### config.mk
export PLATFORM = sky130hd
export DESIGN_NAME = latency_return_buffer_flat
export DESIGN_NICKNAME = d
export VERILOG_FILES = /design/src/rtl/latency_return_buffer_if.sv /design/src/rtl/latency_return_buffer.sv /design/src/flat_wrapper.sv
export SDC_FILE = /design/constraint.sdc
export NUM_CORES = 1
export LEC_CHECK = 0
export ABC_AREA = 1
export BUFFER_PORTS_ARGS = -buffer_cell sky130_fd_sc_hd__buf_4
export CAP_MARGIN = 5
export CORE_AREA = 3 3 115 117
export CTS_CLUSTER_DIAMETER = 50
export DETAILED_ROUTE_END_ITERATION = 8
export DIE_AREA = 0 0 118 120
export GPL_ROUTABILITY_DRIVEN = 0
export PLACE_DENSITY = 0.63
export REMOVE_ABC_BUFFERS = 1
export SLEW_MARGIN = 15
export SYNTH_ARGS = -nofsm -noshare
export SYNTH_HDL_FRONTEND = slang
export SYNTH_SLANG_ARGS = --single-unit
### constraint.sdc
create_clock -name clk -period 3.6 [get_ports clk]
set_clock_uncertainty 0.2 [all_clocks]
set_input_delay 0.18 -clock clk [delete_from_list [all_inputs] [get_ports clk]]
set_output_delay 0.18 -clock clk [all_outputs]
set_load 0.05 [all_outputs]
### src/rtl/latency_return_buffer_if.sv
// Bundle between a fixed-latency delay pipe, its producer, the result buffer and its consumer.
// Latency: none; this file only groups the wires.
// Backpressure: out_ready from the consumer; the producer is throttled by can_issue.
interface latency_return_buffer_if #(
  parameter int WIDTH = 32,
  parameter int DEPTH = 4
);
  localparam int CW = $clog2(DEPTH + 1);

  logic             issue;
  logic             can_issue;
  logic             ret_valid;
  logic [WIDTH-1:0] ret_data;
  logic             out_valid;
  logic [WIDTH-1:0] out_data;
  logic             out_ready;
  logic [CW-1:0]    occupancy;
  logic [CW-1:0]    inflight;
  logic             err;

  // Producer / pipe / consumer side
  modport master (
    output issue, ret_valid, ret_data, out_ready,
    input  can_issue, out_valid, out_data, occupancy, inflight, err
  );

  // Return buffer side
  modport slave (
    input  issue, ret_valid, ret_data, out_ready,
    output can_issue, out_valid, out_data, occupancy, inflight, err
  );
endinterface

### src/rtl/latency_return_buffer.sv
// Buffers results leaving a fixed-latency pipe and issues credits so nothing launched can overflow.
// Latency: a result returned in cycle N is at the FIFO head in cycle N+1 (no bypass).
// Backpressure: consumer stalls via out_ready; producer is held off by can_issue (space incl. in-flight).
module latency_return_buffer #(
  parameter int WIDTH = 32,
  parameter int DEPTH = 4
) (
  input logic                  clk,
  input logic                  rst,
  latency_return_buffer_if.slave bus
);
  localparam int CW = $clog2(DEPTH + 1);
  localparam int AW = $clog2(DEPTH);
  localparam logic [CW-1:0] FULL     = CW'(DEPTH);
  localparam logic [CW:0]   FULL_EXT = (CW+1)'(DEPTH);

  logic [WIDTH-1:0] mem [DEPTH];
  logic [AW-1:0]    rd_ptr;
  logic [AW-1:0]    wr_ptr;
  logic [CW-1:0]    occ;
  logic [CW-1:0]    infl;
  logic             err_q;

  logic             pop;
  logic             push;
  logic             ret_ok;
  logic             ret_orphan;
  logic             push_over;
  logic             issue_over;
  logic [CW:0]      committed;

  // Credits are computed only from registered counts; a pop this cycle frees
  // a credit next cycle, which keeps can_issue off the out_ready path.
  assign committed     = {1'b0, occ} + {1'b0, infl};
  assign bus.can_issue = committed < FULL_EXT;

  assign bus.out_valid = (occ != '0);
  assign bus.out_data  = mem[rd_ptr];
  assign bus.occupancy = occ;
  assign bus.inflight  = infl;
  assign bus.err       = err_q;

  assign pop        = bus.out_valid & bus.out_ready;
  // A return with nothing outstanding cannot belong to us: drop it.
  assign ret_orphan = bus.ret_valid & (infl == '0);
  assign ret_ok     = bus.ret_valid & ~ret_orphan;
  // A genuine return that finds the buffer full (only after an illegal issue) is lost.
  assign push_over  = ret_ok & (occ == FULL) & ~pop;
  assign push       = ret_ok & ~push_over;
  assign issue_over = bus.issue & ~bus.can_issue;

  // In-flight count: issue adds, a genuine return removes; saturates at DEPTH.
  always_ff @(posedge clk) begin
    if (rst) begin
      infl <= '0;
    end else begin
      unique case ({bus.issue, ret_ok})
        2'b10:   if (infl != FULL) infl <= infl + CW'(1);
        2'b01:   infl <= infl - CW'(1);
        default: infl <= infl;
      endcase
    end
  end

  // Occupancy and pointers; DEPTH is a power of two so the pointers wrap naturally.
  always_ff @(posedge clk) begin
    if (rst) begin
      occ    <= '0;
      rd_ptr <= '0;
      wr_ptr <= '0;
    end else begin
      unique case ({push, pop})
        2'b10:   occ <= occ + CW'(1);
        2'b01:   occ <= occ - CW'(1);
        default: occ <= occ;
      endcase
      if (push) wr_ptr <= wr_ptr + AW'(1);
      if (pop)  rd_ptr <= rd_ptr + AW'(1);
    end
  end

  // Storage array, deliberately unreset: contents are only observed when out_valid=1.
  always_ff @(posedge clk) begin
    if (push) mem[wr_ptr] <= bus.ret_data;
  end

  // Sticky protocol-violation flag, cleared only by reset.
  always_ff @(posedge clk) begin
    if (rst) begin
      err_q <= 1'b0;
    end else if (issue_over | ret_orphan | push_over) begin
      err_q <= 1'b1;
    end
  end
endmodule

### src/flat_wrapper.sv
// flat-port wrapper written by rule: the top's interface ports become plain ports
module latency_return_buffer_flat 
#(
  parameter int WIDTH = 32,
  parameter int DEPTH = 4
)
  (clk, rst, bus_issue, bus_ret_valid, bus_ret_data, bus_out_ready, bus_can_issue, bus_out_valid, bus_out_data, bus_occupancy, bus_inflight, bus_err);
  latency_return_buffer_if #(.WIDTH(WIDTH), .DEPTH(DEPTH)) bus_i ();
  input logic clk;
  input logic rst;
  input wire logic [$bits(bus_i.issue)-1:0] bus_issue;
  input wire logic [$bits(bus_i.ret_valid)-1:0] bus_ret_valid;
  input wire logic [$bits(bus_i.ret_data)-1:0] bus_ret_data;
  input wire logic [$bits(bus_i.out_ready)-1:0] bus_out_ready;
  output wire logic [$bits(bus_i.can_issue)-1:0] bus_can_issue;
  output wire logic [$bits(bus_i.out_valid)-1:0] bus_out_valid;
  output wire logic [$bits(bus_i.out_data)-1:0] bus_out_data;
  output wire logic [$bits(bus_i.occupancy)-1:0] bus_occupancy;
  output wire logic [$bits(bus_i.inflight)-1:0] bus_inflight;
  output wire logic [$bits(bus_i.err)-1:0] bus_err;
  assign bus_i.issue = bus_issue;
  assign bus_i.ret_valid = bus_ret_valid;
  assign bus_i.ret_data = bus_ret_data;
  assign bus_i.out_ready = bus_out_ready;
  assign bus_can_issue = bus_i.can_issue;
  assign bus_out_valid = bus_i.out_valid;
  assign bus_out_data = bus_i.out_data;
  assign bus_occupancy = bus_i.occupancy;
  assign bus_inflight = bus_i.inflight;
  assign bus_err = bus_i.err;
  latency_return_buffer #(.WIDTH(WIDTH), .DEPTH(DEPTH)) u_core (.clk(clk), .rst(rst), .bus(bus_i));
endmodule
==> results of run 1 <==
==> final cells by class <==
cell class                 count  area [sq um]  share of cell area, %
inverter                      23          88.8                   1.23
tap                          172           215                   2.97
clock buffer                  19           433                   5.98
clock inverter                13           173                   2.39
timing repair buffer         120           993                   13.7
multi-input combinational    225          1230                   17.0
sequential                   141          4110                   56.7
==> synth_stat cells, types with 2 or more instances <==
cell	instances
nor2_1	73
o21ai_1	6
o21ai_0	65
o22ai_1	32
dfxtp_1	13
nand3_2	3
inv_1	20
a21oi_1	11
edfxtp_1	128
nand2_2	2
nand3_1	4
clkbuf_1	7
buf_4	3
inv_2	2
fa_1	2
ha_1	7
nand2_1	13
buf_2	8
==> report_power, final <==
part | internal [mW] | switching [mW] | leakage, nW
Sequential | 2.05 | 0.130 | 1.27
Clock | 1.15 | 0.632 | 0.294
Combinational | 0.640 | 1.63 | 1.08
==> registers in the layout, indices dropped and copies added, names as in the netlist, named ones only <==
signal / flops
u_core.mem: 128
u_core.bus.inflight: 3
u_core.bus.occupancy: 3
u_core.rd_ptr: 2
u_core.wr_ptr: 2
u_core.bus.err: 1
==> cells in the final DEF (no fill, tap or decap), drive strengths merged, types with 8 or more instances in the layout <==
cell type and instances:
a21oi 12, buf 83, clkbuf 19, dfxtp 13, dlygate4sd3 37, edfxtp 128, inv 23, nand2 15
nand3 8, nor2 75, o21ai 71, o22ai 32
==> path summary, 6_finish.rpt <==
path	cells after the start	slack, ns	endpoint
worst min-delay path	1	0.28	u_core.rd_ptr[0]
worst min register to register	1	0.28	u_core.rd_ptr[0]
worst max-delay path	4	0.97	bus_out_data[18]
worst max register to register	10	1.32	u_core.bus.occupancy[2]
==> through the flow <==
step / util [%] / std cells / hold WS, ns
after floorplan: - / 389 / 0.0491
after global placement: 50.2 / 644 / 0.179
after detailed placement: 50.2 / 644 / 0.185
after CTS: 58.1 / 713 / 0.282
after global routing: 58.1 / 713 / 0.296
final: 58.1 / 713 / 0.283
==> critical path: stages (launching register included) <==
cell	delay (ns)
dfxtp_2	0.78
inv_4	0.42
o21ai_0	0.29
o22ai_1	0.12
buf_4	0.21
==> metal layers <==
layer  vias to the layer above  track usage [%]  routed length, microns  share of wire [%]
met5                         -                0                       0                  0
met2                       112             25.7                    5440                 48
li1                       1740                -                       -                  -
met4                         0             6.89                     174                1.5
met1                      1729             21.9                    5100                 45
met3                        14             5.80                     678                5.9
==> cell families (layout without fill, tap and decap cells) <==
logic type / count (synthesis) / after routing / share of synthesized area [%]
adder cells (fa/ha/maj): 9 / 9 / 2.33
buffers and inverters: 42 / 175 / 3.33
AND/OR/NAND/NOR: 101 / 101 / 8.10
flip-flops: 141 / 141 / 74.8
AO/OA/AOI/OAI: 115 / 115 / 11.4
==> repair_timing <==
| item | 4_1_cts | 5_1_grt |
|---|---|---|
| gates resized for setup | 0 | 0 |
| hold endpoints to repair | 139 | 0 |
| hold buffers | 37 | 0 |
==> impl_metrics.py, run 1 <==
metrics = {
    "outcome": {
        "status": "complete, no violations",
    },
    "placement": {
        "dpl.hpwl_microns": 6420,
        "place_area_sq_um": 6260,
        "numPortBuffers": 77,
        "place_ws_ns": 1.33,
    },
    "clocking": {
        "path_clk_slew_ns": 0.06,
        "ctsRootBufferMaster": "clkbuf_16",
        "insertion_delay_ns": 0.41,
        "cts_tree": "done",
        "cts_buffers": 17,
        "htreeDepth": 4,
        "ctsLongestPathBuffers": 2,
        "post_cts_buffers": 0,
        "cts.sinks": 141,
    },
    "die": {
        "start_util_pct": 44.0,
        "dieHeight_microns": 120,
        "fp.dieW_microns": 118,
        "die_area_sq_um": 14200,
        "core_area_sq_um": 12500,
        "ios": 78,
        "rows": 41,
    },
    "job": {
        "cap_viol_max_count": 0,
    },
    "critical_path": {
        "start_kind": "register",
        "cp-end-kind": "output port",
        "cp_max_fo": 64,
        "criticalPathCategory": "register to output port",
        "worst_ep_arrival_time_ns": 2.25,
        "cp.required_ns": 3.22,
        "crit-reg2reg-launch": "u_core.bus.occupancy[1]",
    },
    "global_routing": {
        "grt_max_degree": 65,
        "grt_remaining_overflow": 0,
        "grt_pass1_wl_microns": 18200,
        "groute.usage.overall_pct": 16.7,
        "antenna_found_initial": 0,
        "grt_pass1_vias": 3454,
    },
    "synth": {
        "synth_area_leaders": "edfxtp_1 70%, o21ai_0 5.9%, nor2_1 5.0%",
        "syn-instance-count": 408,
        "async_flop_share_pct": 0,
        "ys_ff_latch": 141,
        "synth_edf_count": 128,
        "syn_area_sq_um": 5490,
        "synth.distinct_cells": 27,
        "synth_warnings": 0,
        "ys.flop_type": "edfxtp_1",
        "synth.avg_cell_area_sq_um": 13.4,
        "synth_top_area_share_pct": 70.1,
        "yosysSeqAreaShare_pct": 74.8,
        "synth_area_leader_cell": "edfxtp_1",
    },
    "drt": {
        "drc": 0,
        "vias": 3595,
        "routed_wl_microns": 11400,
        "initialDrtViolationCount": 329,
        "ant_nets": 0,
        "drt_pass1_iterations": 5,
        "wl_per_cell_microns": 16.0,
        "via_per_inst": 5.04,
    },
    "sta": {
        "slew_violations": 0,
        "period_share_pct": 73.1,
        "relSlewSlack_pct": 27.8,
        "grt_setup_unrepaired": "no",
        "period_minus_slack_ns": 2.63,
        "finalSetupViolations": 0,
        "tns_ns": 0,
        "hold_violations": 0,
        "worst_pin_slew_ns": 1.08,
        "fin_ws_ns": 0.967,
        "timing.fmax_mhz": 380,
    },
    "final_layout": {
        "fill_cells": 1005,
        "diodes": 0,
        "drive_above_1_share_pct": 24.0,
        "nets": 574,
        "final_area_sq_um": 7240,
        "area_growth_pct": 31.9,
    },
    "worst_hold_path": {
        "min_path_type": "register to register",
        "hp-start": "u_core.rd_ptr[0]",
    },
    "power_and_ir_drop": {
        "ir_drop_mv": 0.644,
        "finalPower_mw": 6.23,
        "p_per_area_nw_per_um2": 861,
        "p_leak_nw": 2.65,
    },
}
Power figures use the tool's default switching activity.
==> run 2, diff against run 1 <==
==> constraint.sdc (replaced) <==
create_clock -name clk -period 2.7 [get_ports clk]
set_clock_uncertainty 0.2 [all_clocks]
set_input_delay 0.135 -clock clk [delete_from_list [all_inputs] [get_ports clk]]
set_output_delay 0.135 -clock clk [all_outputs]
set_load 0.05 [all_outputs]
==> run 2 against run 1 <==
Compared with the run above:
- clock power grew 24%
- utilization decreased by 0.070 points
- worst hold slack lost 0.0084 ns
- clock-buffer cell count up 5
- register-to-register slack got worse by 0.83 ns
- non-clock buffer count rose by 3
- largest power group unchanged
- critical path type unchanged
- critical path depth unchanged
- first-iteration DRC count down 4.6%
- final cell count is 0.42% higher
==> impl_metrics.py, run 2 (same netlist as run 1, synthesis figures left out) <==
metrics = {
    "sta": {
        "relSlewSlack_pct": 57.5,
        "grt_setup_unrepaired": "no",
        "period_minus_slack_ns": 2.47,
        "worst_pin_slew_ns": 0.637,
        "timing.fmax_mhz": 404,
        "slew_violations": 0,
        "period_share_pct": 91.6,
        "hold_violations": 0,
        "finalSetupViolations": 0,
        "whs_ns": 0.274,
    },
    "job": {
        "cap_viol_max_count": 0,
    },
    "final_layout": {
        "drive_above_1_share_pct": 24.1,
        "final_core_util_pct": 58.0,
        "regArea_sq_um": 4110,
        "largest_register": "u_core.mem",
        "multi_input_area_sq_um": 1230,
        "fill_cells": 997,
        "most-common-layout-cells": "128 x edfxtp_1, 85 x buf_4, 69 x nor2_1, 65 x o21ai_0, 37 x dlygate4sd3_1",
        "diodes": 0,
        "nets": 577,
        "final_area_sq_um": 7230,
        "layout.cells.non_filler": 716,
        "largest_reg_flops": 128,
        "area_growth_pct": 31.8,
        "layout_commonest_cell": "edfxtp_1",
    },
    "placement": {
        "dpl.hpwl_microns": 6560,
        "place_inst": 647,
        "numPortBuffers": 77,
        "place_area_sq_um": 6300,
    },
    "worst_hold_path": {
        "whs_path_depth": 3,
        "hold_end": "u_core.bus.occupancy[1]",
        "hp-start": "rst",
        "min_path_type": "primary input to register",
    },
    "clocking": {
        "post_cts_buffers": 0,
        "path_clk_slew_ns": 0.06,
        "htreeDepth": 4,
        "cts_tree": "done",
        "ctsLongestPathBuffers": 2,
        "insertion_delay_ns": 0.40,
        "ctsRootBufferMaster": "clkbuf_16",
        "cts_buffers": 17,
        "cts_resized": 0,
        "cts.sinks": 141,
        "postCtsHoldBufs": 37,
    },
    "die": {
        "dieHeight_microns": 120,
        "rows": 41,
        "ios": 78,
        "start_util_pct": 44.0,
        "core_area_sq_um": 12500,
        "fp.dieW_microns": 118,
        "die_area_sq_um": 14200,
    },
    "drt": {
        "via_per_inst": 4.93,
        "met1_length_microns": 5090,
        "vias": 3533,
        "drt_pass1_iterations": 4,
        "wl_met2_microns": 5390,
        "ant_nets": 0,
        "initialDrtViolationCount": 314,
        "routed_wl_microns": 11300,
        "wl_met3_microns": 677,
        "wl_per_cell_microns": 15.8,
        "drc": 0,
        "routed.top_layer": "met4",
    },
    "power_and_ir_drop": {
        "p_comb_share_pct": 37.7,
        "power.internal_mw": 5.01,
        "swShare_pct": 38.7,
        "ir_drop_mv": 0.777,
        "pwr-share-seq_pct": 35.3,
        "p_per_area_nw_per_um2": 1130,
        "power_frac_clock_pct": 27.0,
        "p_leak_nw": 2.65,
        "switchingPower_mw": 3.16,
    },
    "global_routing": {
        "grt_max_degree": 65,
        "grt_pass1_wl_microns": 18200,
        "grt_remaining_overflow": 0,
        "grt_pass1_vias": 3494,
        "antenna_found_initial": 0,
        "groute.usage.overall_pct": 16.6,
    },
    "critical_path": {
        "crit-reg2reg-launch": "u_core.bus.occupancy[2]",
        "criticalPathCategory": "register to output port",
        "cp_max_fo": 64,
        "cp-end-kind": "output port",
        "reg2reg_depth": 9,
        "cp.required_ns": 2.37,
        "start_kind": "register",
        "r2r_end": "u_core.bus.occupancy[2]",
        "r2r_slack_ns": 0.49,
        "worst_ep_arrival_time_ns": 2.14,
    },
    "outcome": {
        "status": "complete, no violations",
    },
}
-- run 2: per-stage QoR --
stage	power (mW)	setup slack, ns	TNS, ns
final	8.18	0.227	0
after global routing	8.58	0.0205	0
after CTS	8.25	0.142	0
after detailed placement	6.00	0.526	0
after global placement	5.96	0.620	0
after floorplan	4.98	-0.423	-54.11
-- run 2: worst max-delay path by stage --
stage	cells after the start	to	slack, ns
2_1_floorplan	4	u_core.mem[0][0]	-0.42
3_3_place_gp	9	u_core.bus.occupancy[2]	0.62
5_1_grt	4	bus_out_data[27]	0.02
4_1_cts	4	bus_out_data[17]	0.14
6_report	4	bus_out_data[17]	0.23
3_5_place_dp	9	u_core.bus.occupancy[2]	0.53
-- run 2: cell type report --
cell class | instances | share of cell area (%)
sequential | 141 | 56.8
tap | 172 | 2.98
clock buffer | 24 | 6.53
timing repair buffer | 123 | 14.2
clock inverter | 8 | 1.25
multi-input combinational | 225 | 17.0
inverter | 23 | 1.23
-- run 2: power by group through the flow --
stage          Clock [mW]  Combinational [mW]  Sequential, mW
6_report             2.21                3.08            2.89
5_1_grt              2.34                3.32            2.92
4_1_cts              2.24                3.12            2.89
3_5_place_dp            0                3.07            2.93
3_3_place_gp            0                3.04            2.92
2_1_floorplan           0                1.90            3.08
-- run 2: metal layers --
layer	up-vias	global-route usage, %
met5	-	0
li1	1742	-
met2	91	25.9
met1	1686	21.9
met3	14	5.47
met4	0	5.79
-- run 2: critical path, stage by stage (launching register included) --
cell,delay [ns]
dfxtp_2,0.46
inv_4,0.51
o21ai_0,0.19
o22ai_1,0.29
buf_4,0.27
==> run 3, diff against run 2 <==
==> constraint.sdc (replaced) <==
create_clock -name clk -period 2.6 [get_ports clk]
set_clock_uncertainty 0.2 [all_clocks]
set_input_delay 0.13 -clock clk [delete_from_list [all_inputs] [get_ports clk]]
set_output_delay 0.13 -clock clk [all_outputs]
set_load 0.05 [all_outputs]
==> run 3 against run 2 <==
Compared with the run above:
- worst hold slack worse by 0.0068 ns
- clock-buffer cell count is 3 lower
- combinational power is 4% higher
- sequential power is 4% higher
- final cell count stayed put
- first-iteration DRC count is 36% lower
- worst setup slack worse by 0.020 ns
- clock power is 5% higher
- global-route usage is 0.094 points higher
- non-clock buffer count is 1 higher
- sequential share of layout area is 0.098 points lower
- die area stayed put
==> impl_metrics.py, run 3 (same netlist as run 1, synthesis figures left out) <==
metrics = {
    "sta": {
        "grt_setup_unrepaired": "no",
        "relSlewSlack_pct": 60.3,
        "timing.fmax_mhz": 418,
        "period_minus_slack_ns": 2.39,
        "tns_ns": 0,
        "worst_pin_slew_ns": 0.595,
        "whs_ns": 0.268,
        "slew_violations": 0,
        "finalSetupViolations": 0,
        "period_share_pct": 92.0,
        "hold_violations": 0,
    },
    "critical_path": {
        "criticalPathCategory": "register to output port",
        "start_kind": "register",
        "cp_cell_sequence": "inv_4 -> o21ai_0 -> o22ai_1 -> buf_4",
        "r2r_end": "u_core.bus.occupancy[2]",
        "slowest_stage": "inv_4",
        "cp.required_ns": 2.27,
        "crit-reg2reg-launch": "u_core.bus.occupancy[2]",
        "reg2reg_depth": 9,
        "r2r_slack_ns": 0.48,
        "worst_ep_arrival_time_ns": 2.06,
        "slowest_delay_ns": 0.50,
        "cp_max_fo": 64,
        "cp-end-kind": "output port",
    },
    "placement": {
        "dpl.hpwl_microns": 6820,
        "numPortBuffers": 77,
        "place_inst": 648,
    },
    "power_and_ir_drop": {
        "ir_drop_mv": 0.980,
        "p_leak_nw": 2.65,
        "finalPower_mw": 8.50,
        "p_per_area_nw_per_um2": 1170,
    },
    "global_routing": {
        "grt_most_used_layer": "met2",
        "grt_use_met2_pct": 25.9,
        "antenna_found_initial": 0,
        "grt_remaining_overflow": 0,
        "groute.usage.overall_pct": 16.7,
        "grt_use_met3_pct": 6.60,
        "grt_pass1_vias": 3523,
        "grtUsageMet1_pct": 21.7,
        "grt_max_degree": 65,
        "grt_pass1_wl_microns": 18200,
    },
    "clocking": {
        "ctsLongestPathBuffers": 2,
        "cts.sinks": 141,
        "path_clk_slew_ns": 0.06,
        "post_cts_buffers": 0,
        "cts_tree": "done",
        "ctsRootBufferMaster": "clkbuf_16",
        "cts_buffers": 17,
        "insertion_delay_ns": 0.41,
        "htreeDepth": 4,
    },
    "final_layout": {
        "layout_commonest_cell": "edfxtp_1",
        "area_growth_pct": 32.0,
        "nets": 578,
        "layout.cells.non_filler": 716,
        "drive_above_1_share_pct": 23.5,
        "final_core_util_pct": 58.1,
        "diodes": 0,
        "largest_register": "u_core.mem",
        "most-common-layout-cells": "128 x edfxtp_1, 85 x buf_4, 69 x nor2_1, 65 x o21ai_0, 37 x dlygate4sd3_1",
        "largest_reg_flops": 128,
    },
    "worst_hold_path": {
        "min_path_type": "primary input to register",
        "hold_end": "u_core.mem[3][2]",
        "hp-start": "bus_ret_data[2]",
        "whs_path_depth": 2,
    },
    "drt": {
        "wl_per_cell_microns": 15.7,
        "drc": 0,
        "routed_wl_microns": 11200,
        "initialDrtViolationCount": 200,
        "drt_pass1_iterations": 4,
        "ant_nets": 0,
        "via_per_inst": 4.97,
        "vias": 3556,
    },
    "die": {
        "ios": 78,
        "start_util_pct": 44.0,
        "rows": 41,
        "core_area_sq_um": 12500,
        "fp.dieW_microns": 118,
        "die_area_sq_um": 14200,
        "dieHeight_microns": 120,
    },
    "outcome": {
        "status": "complete, no violations",
    },
    "job": {
        "cap_viol_max_count": 0,
    },
}
==> run 3: metal layers <==
metal	up-vias	share of wire, %
li1	1741	-
met1	1724	46
met2	84	48
met3	7	5.6
met4	0	0.67
met5	-	0
==> run 3: power by group <==
group          switching (mW)  leakage (nW)  internal [mW]  total [mW]
clock network           0.827         0.271           1.48        2.31
logic                    2.28          1.11          0.920        3.20
registers               0.161          1.27           2.84        3.00
total                    3.26          2.65           5.24        8.50
==> run 3: cell type report <==
cell class / count / area, sq um
clock inverters: 10 / 123
flip-flops and latches: 141 / 4110
well taps: 172 / 215
clock buffers: 21 / 440
repair buffers: 124 / 1040
fillers: 1012 / 5230
multi-input cells: 225 / 1230
inverters: 23 / 88.8
==> run 3: through the flow <==
| step | setup WS (ns) | cell area (sq um) |
|---|---|---|
| 2_1_floorplan | -0.523 | 5390 |
| 3_3_place_gp | 0.510 | 6300 |
| 3_5_place_dp | 0.514 | 6300 |
| 4_1_cts | 0.0938 | 7240 |
| 5_1_grt | 0.0446 | 7240 |
| 6_report | 0.207 | 7240 |
==> run 3: worst max path at each step <==
stage	startpoint	end	slack (ns)	depth (start not counted)
2_1_floorplan	u_core.bus.inflight[2]	u_core.mem[0][0]	-0.52	4
3_3_place_gp	u_core.bus.occupancy[2]	u_core.bus.occupancy[2]	0.51	9
5_1_grt	register	bus_out_data[17]	0.04	4
3_5_place_dp	u_core.bus.occupancy[2]	u_core.bus.occupancy[2]	0.51	9
6_report	register	bus_out_data[17]	0.21	4
4_1_cts	register	bus_out_data[28]	0.09	4
==> run 3: critical path, delay by kind of cell (launching register included) <==
| family | cells | cell delay, ns |
|---|---|---|
| buffers and inverters | 2 | 0.76 |
| flip-flops | 1 | 0.45 |
| AO/OA/AOI/OAI | 2 | 0.42 |
==> run 3: what timing repair did <==
item | 4_1_cts | 5_1_grt
hold endpoints to repair | 141 | 0
gates resized for setup | 0 | 1
hold buffers | 37 | 0
endpoints found under the setup margin | 0 | 3
